[src/rtl/cache_line_writeback_if.sv]
// Memory write port between the writeback engine and the memory.
// The master side presents one 32-bit write beat at a time with
// valid/ready; mem_last marks the final beat of a cache line.
interface cache_line_writeback_if;
    logic        mem_valid;
    logic        mem_ready;
    logic [31:0] mem_addr;
    logic [31:0] mem_wdata;
    logic        mem_last;

    modport master (
        output mem_valid,
        output mem_addr,
        output mem_wdata,
        output mem_last,
        input  mem_ready
    );

    modport slave (
        input  mem_valid,
        input  mem_addr,
        input  mem_wdata,
        input  mem_last,
        output mem_ready
    );
endinterface

[src/rtl/cache_line_writeback.sv]
// Drains one dirty cache line to memory as a burst of 32-bit write beats.
// Each word is fetched from the line's combinational data port into a
// register, then offered on the memory port until it is accepted.
//
//   state    | meaning
//   ---------+-----------------------------------------------------------
//   ST_IDLE  | waiting for wb_start; line_offset parked at 0
//   ST_FETCH | one cycle: drive offset to the line, register its word
//   ST_SEND  | beat valid on the memory port, held until mem_ready
//   ST_DONE  | one cycle: pulse wb_done, then back to idle
//
// TAG_WIDTH + INDEX_WIDTH + OFFSET_WIDTH + 2 must equal 32.
module cache_line_writeback #(
    parameter int TAG_WIDTH    = 20,
    parameter int INDEX_WIDTH  = 6,
    parameter int OFFSET_WIDTH = 4
) (
    input  logic                    clk,
    input  logic                    rst,
    input  logic                    wb_start,
    input  logic [TAG_WIDTH-1:0]    wb_tag,
    input  logic [INDEX_WIDTH-1:0]  wb_index,
    output logic                    wb_busy,
    output logic                    wb_done,
    output logic [OFFSET_WIDTH-1:0] line_offset,
    input  logic [31:0]             line_data,
    cache_line_writeback_if.master  mem
);

    typedef enum logic [1:0] {
        ST_IDLE  = 2'd0,
        ST_FETCH = 2'd1,
        ST_SEND  = 2'd2,
        ST_DONE  = 2'd3
    } state_t;

    state_t                  state_q;
    state_t                  state_d;
    logic [TAG_WIDTH-1:0]    tag_q;
    logic [INDEX_WIDTH-1:0]  index_q;
    logic [OFFSET_WIDTH-1:0] offset_q;
    logic [31:0]             wdata_q;
    logic                    last_word;

    assign last_word = (offset_q == {OFFSET_WIDTH{1'b1}});

    // State register; reset abandons any burst in flight.
    always_ff @(posedge clk or negedge rst) begin
        if (!rst) begin
            state_q <= ST_IDLE;
        end else begin
            state_q <= state_d;
        end
    end

    // Next-state decode; start is only honoured while idle.
    always_comb begin
        state_d = state_q;
        case (state_q)
            ST_IDLE: begin
                if (wb_start) begin
                    state_d = ST_FETCH;
                end
            end
            ST_FETCH: begin
                state_d = ST_SEND;
            end
            ST_SEND: begin
                if (mem.mem_ready) begin
                    state_d = last_word ? ST_DONE : ST_FETCH;
                end
            end
            ST_DONE: begin
                state_d = ST_IDLE;
            end
            default: begin
                state_d = ST_IDLE;
            end
        endcase
    end

    // Line address capture, word pointer and beat data register.
    always_ff @(posedge clk or negedge rst) begin
        if (!rst) begin
            tag_q    <= '0;
            index_q  <= '0;
            offset_q <= '0;
            wdata_q  <= '0;
        end else begin
            case (state_q)
                ST_IDLE: begin
                    if (wb_start) begin
                        tag_q    <= wb_tag;
                        index_q  <= wb_index;
                        offset_q <= '0;
                    end
                end
                ST_FETCH: begin
                    wdata_q <= line_data;
                end
                ST_SEND: begin
                    // The pointer only wraps by restarting from idle, so the
                    // final handshake leaves it at all-ones.
                    if (mem.mem_ready && !last_word) begin
                        offset_q <= offset_q + OFFSET_WIDTH'(1);
                    end
                end
                default: begin
                end
            endcase
        end
    end

    // Beat outputs depend only on registered state, never on mem_ready.
    assign line_offset   = (state_q == ST_IDLE) ? '0 : offset_q;
    assign wb_busy       = (state_q != ST_IDLE);
    assign wb_done       = (state_q == ST_DONE);
    assign mem.mem_valid = (state_q == ST_SEND);
    assign mem.mem_last  = (state_q == ST_SEND) && last_word;
    assign mem.mem_addr  = {tag_q, index_q, offset_q, 2'b00};
    assign mem.mem_wdata = wdata_q;

endmodule

[src/flat_wrapper.sv]
// flat-port wrapper written by rule: the top's interface ports become plain ports
module cache_line_writeback_flat 
#(
    parameter int TAG_WIDTH    = 20,
    parameter int INDEX_WIDTH  = 6,
    parameter int OFFSET_WIDTH = 4
)
  (clk, rst, wb_start, wb_tag, wb_index, wb_busy, wb_done, line_offset, line_data, mem_mem_valid, mem_mem_addr, mem_mem_wdata, mem_mem_last, mem_mem_ready);
  cache_line_writeback_if mem_i ();
  input  logic clk;
  input  logic rst;
  input  logic wb_start;
  input  logic [TAG_WIDTH-1:0] wb_tag;
  input  logic [INDEX_WIDTH-1:0] wb_index;
  output logic wb_busy;
  output logic wb_done;
  output logic [OFFSET_WIDTH-1:0] line_offset;
  input  logic [31:0] line_data;
  output wire logic [$bits(mem_i.mem_valid)-1:0] mem_mem_valid;
  output wire logic [$bits(mem_i.mem_addr)-1:0] mem_mem_addr;
  output wire logic [$bits(mem_i.mem_wdata)-1:0] mem_mem_wdata;
  output wire logic [$bits(mem_i.mem_last)-1:0] mem_mem_last;
  input wire logic [$bits(mem_i.mem_ready)-1:0] mem_mem_ready;
  assign mem_mem_valid = mem_i.mem_valid;
  assign mem_mem_addr = mem_i.mem_addr;
  assign mem_mem_wdata = mem_i.mem_wdata;
  assign mem_mem_last = mem_i.mem_last;
  assign mem_i.mem_ready = mem_mem_ready;
  cache_line_writeback #(.TAG_WIDTH(TAG_WIDTH), .INDEX_WIDTH(INDEX_WIDTH), .OFFSET_WIDTH(OFFSET_WIDTH)) u_core (.clk(clk), .rst(rst), .wb_start(wb_start), .wb_tag(wb_tag), .wb_index(wb_index), .wb_busy(wb_busy), .wb_done(wb_done), .line_offset(line_offset), .line_data(line_data), .mem(mem_i));
endmodule
[config.mk]
export PLATFORM = sky130hd
export DESIGN_NAME = cache_line_writeback_flat
export DESIGN_NICKNAME = d
export VERILOG_FILES = /design/src/rtl/cache_line_writeback_if.sv /design/src/rtl/cache_line_writeback.sv /design/src/flat_wrapper.sv
export SDC_FILE = /design/constraint.sdc
export NUM_CORES = 1
export LEC_CHECK = 0
export ABC_AREA = 1
export CAP_MARGIN = 20
export CORE_ASPECT_RATIO = 0.8
export CORE_MARGIN = 2
export CORE_UTILIZATION = 28
export DETAILED_ROUTE_END_ITERATION = 8
export SLEW_MARGIN = 20
export SYNTH_ARGS = -nofsm -noshare
export SYNTH_HDL_FRONTEND = slang
export SYNTH_SLANG_ARGS = --single-unit
export TNS_END_PERCENT = 20
[constraint.sdc]
create_clock -name clk -period 1.65 [get_ports clk]
set_input_delay 0.2475 -clock clk [delete_from_list [all_inputs] [get_ports clk]]
set_output_delay 0.2475 -clock clk [all_outputs]
set_load 0.01 [all_outputs]
==> metrics.txt <==
status finished, final reports clean; clock sink count 64; Syn-to-layout area delta 70.2%; Core ar. 0.00896 sq mm; minimum clock period 1590 ps; R2R setup slack 230 ps; Net count, final 436; Worst Reg-to-Reg Cells 6; post-synthesis cell area 0.00256 sq mm; Synth Instances 231; Slowest-stage cell, CP clkdlybuf4s50_1; number of vias per cell 4.34; Hold Slack 468 ps; max_cap viols 0; CTS tree built; commonest non-fill, non-tap cell in the layout clkdlybuf4s50_1; Die ar. 0.00992 sq mm; clock tree buffer depth 2; antenna cells 0; FP Rows 31; routed len/inst 12.9 microns; hpwl dp 4.53 mm; final setup TNS 0 ps; Critical R2R Capture u_core.tag_q[14]; GRT Residual Overflow 0; final WL 6.37 mm; Worst Hold Depth 2; crit-path max cell delay 540 ps; latest clock arrival within the worst-skew pair 320 ps; H-Tree Level Count 3; Initial Utilization 0.285; Final Hold Viols 0; Power Density 1880 mW/mm^2; Arr. time, crit path 1340 ps; overall power 8.20 mW; Die Ht 89.5 microns; clock root buffer clkbuf_16; Crit Path Class reg -> out; vias in the first global route 2095; largest net degree at the start of global routing 65; PortBufs 131; hold_sp u_core.index_q[0]; GRT Util Overall 0.132; most frequent cells in the layout clkdlybuf4s50_1, nand2_1, dfrtp_1; Peak VDD IR 1.14 mV; CP required 1400 ps; Yosys reg bits 64; Syn Area/Cell 11.1 sq um; endpoints failing setup 0; Iter 0 DRT Violations 68; WHS Endpoint u_core.index_q[0]; clock transition at the registers of the reported paths 50 ps; synth warn 0; first-pass GRT wire length 10.3 mm; Worst Setup End Kind output port; P_leak 1.99 nW; RSZ-0062 raised after global routing no; Distinct cells, synth 19; Worst Skew 6.35 ps; worst hold path class reg -> reg; CP Cell Sequence buf_4, clkdlybuf4s50_1; CP Launch Type flop; register area share after synthesis 0.626; drc violations 0; total CTS buffers 9; worst r2r src u_core.state_q[0]; CP Max Fanout 5; Placed Instances 475; routability cong. 0.712; share of cells above drive strength 1 0.0952; DRT antenna net count 0; Slew Limit Fails 0; Ports 134; 1st-pass router iterations 4; DR vias 2140; period utilisation layout 0.963; Fmax 0.629 GHz; Layout Cells excl Fill 493; antenna violations before repair 0; die extent in x 111 microns
==> worst max-delay path by stage <==
stage	slack [ps]	start	endpoint	cells past startpoint
finish	60	u_core.offset_q[0]	mem_mem_addr[2]	2
global route	20	u_core.offset_q[1]	mem_mem_addr[3]	2
CTS	-120	u_core.state_q[1]	line_offset[2]	3
detailed placement	60	u_core.state_q[1]	u_core.offset_q[3]	7
global placement	100	u_core.offset_q[0]	mem_mem_last	6
floorplan	420	u_core.state_q[1]	wb_busy	3
==> logic make-up after synthesis <==
| family | Yosys count | share of synthesized area |
|---|---|---|
| compound gates | 5 | 0.0108 |
| fa+ha+maj | 1 | 0.00489 |
| buf+inv | 23 | 0.0401 |
| flops | 64 | 0.626 |
| mux | 32 | 0.141 |
| other cells | 1 | 0.00147 |
| simple gates | 105 | 0.176 |
==> flip-flops by register name, summed over array words and instances, names as in the netlist <==
name / count
u_core.mem.mem_wdata: 32
u_core.tag_q: 20
u_core.index_q: 6
u_core.offset_q: 4
u_core.state_q: 2
==> worst max-delay path, delay by kind of cell (launching register included) <==
kind	cells	cell delay, ps
flip-flops	1	350
buffers and inverters	2	680
==> stage by stage <==
stage	utilization	area [sq um]	worst slack, ps
final	0.486	4350	61.1
after global routing	0.486	4350	17.3
after CTS	0.486	4350	-116
after detailed placement	0.452	4050	58.8
after global placement	0.452	4050	95.1
after floorplan	-	2560	422
==> layout make-up <==
| cell class | instances | area [sq um] |
|---|---|---|
| Fill cell | 824 | 4610 |
| Multi-Input combinational cell | 145 | 867 |
| Inverter | 10 | 37.5 |
| Timing Repair Buffer | 143 | 1420 |
| Tap cell | 115 | 144 |
| Sequential cell | 64 | 1610 |
| Clock inverter | 4 | 45.0 |
| Clock buffer | 12 | 236 |
==> synthesized netlist by cell type, drive strengths merged <==
master / n / area [sq um]
buf: 10 / 53.8
clkbuf: 3 / 11.3
conb: 1 / 3.75
dfrtp: 64 / 1600
ha: 1 / 12.5
inv: 10 / 37.5
mux2: 32 / 360
nand2: 66 / 255
nand3: 30 / 150
nand4: 1 / 6.26
nor2: 7 / 31.3
o211ai: 1 / 7.51
o21ai: 4 / 20.0
or2: 1 / 6.26
==> layer usage <==
metal,vias up,GRT usage,routed length (microns)
met5,-,0,0
li1,1037,-,-
met1,1012,0.172,2870
met4,0,0.0443,76
met2,85,0.204,2930
met3,6,0.0542,490
==> repair_timing <==
action	4_1_cts	5_1_grt
resized for setup	12	4
pin swaps	1	0
setup endpoints to repair	8	3
buffers inserted	1	0
hold buffers	1	0
hold endpoints to repair	64	0
==> where the power goes <==
part / internal [mW] / leakage, nW / switching (mW) / total (mW)
clock: 1.16 / 0.140 / 0.627 / 1.79
sequential: 2.34 / 0.771 / 0.434 / 2.77
combinational: 2.07 / 1.07 / 1.57 / 3.64
Note: power is estimated with default switching activity, not from simulation.
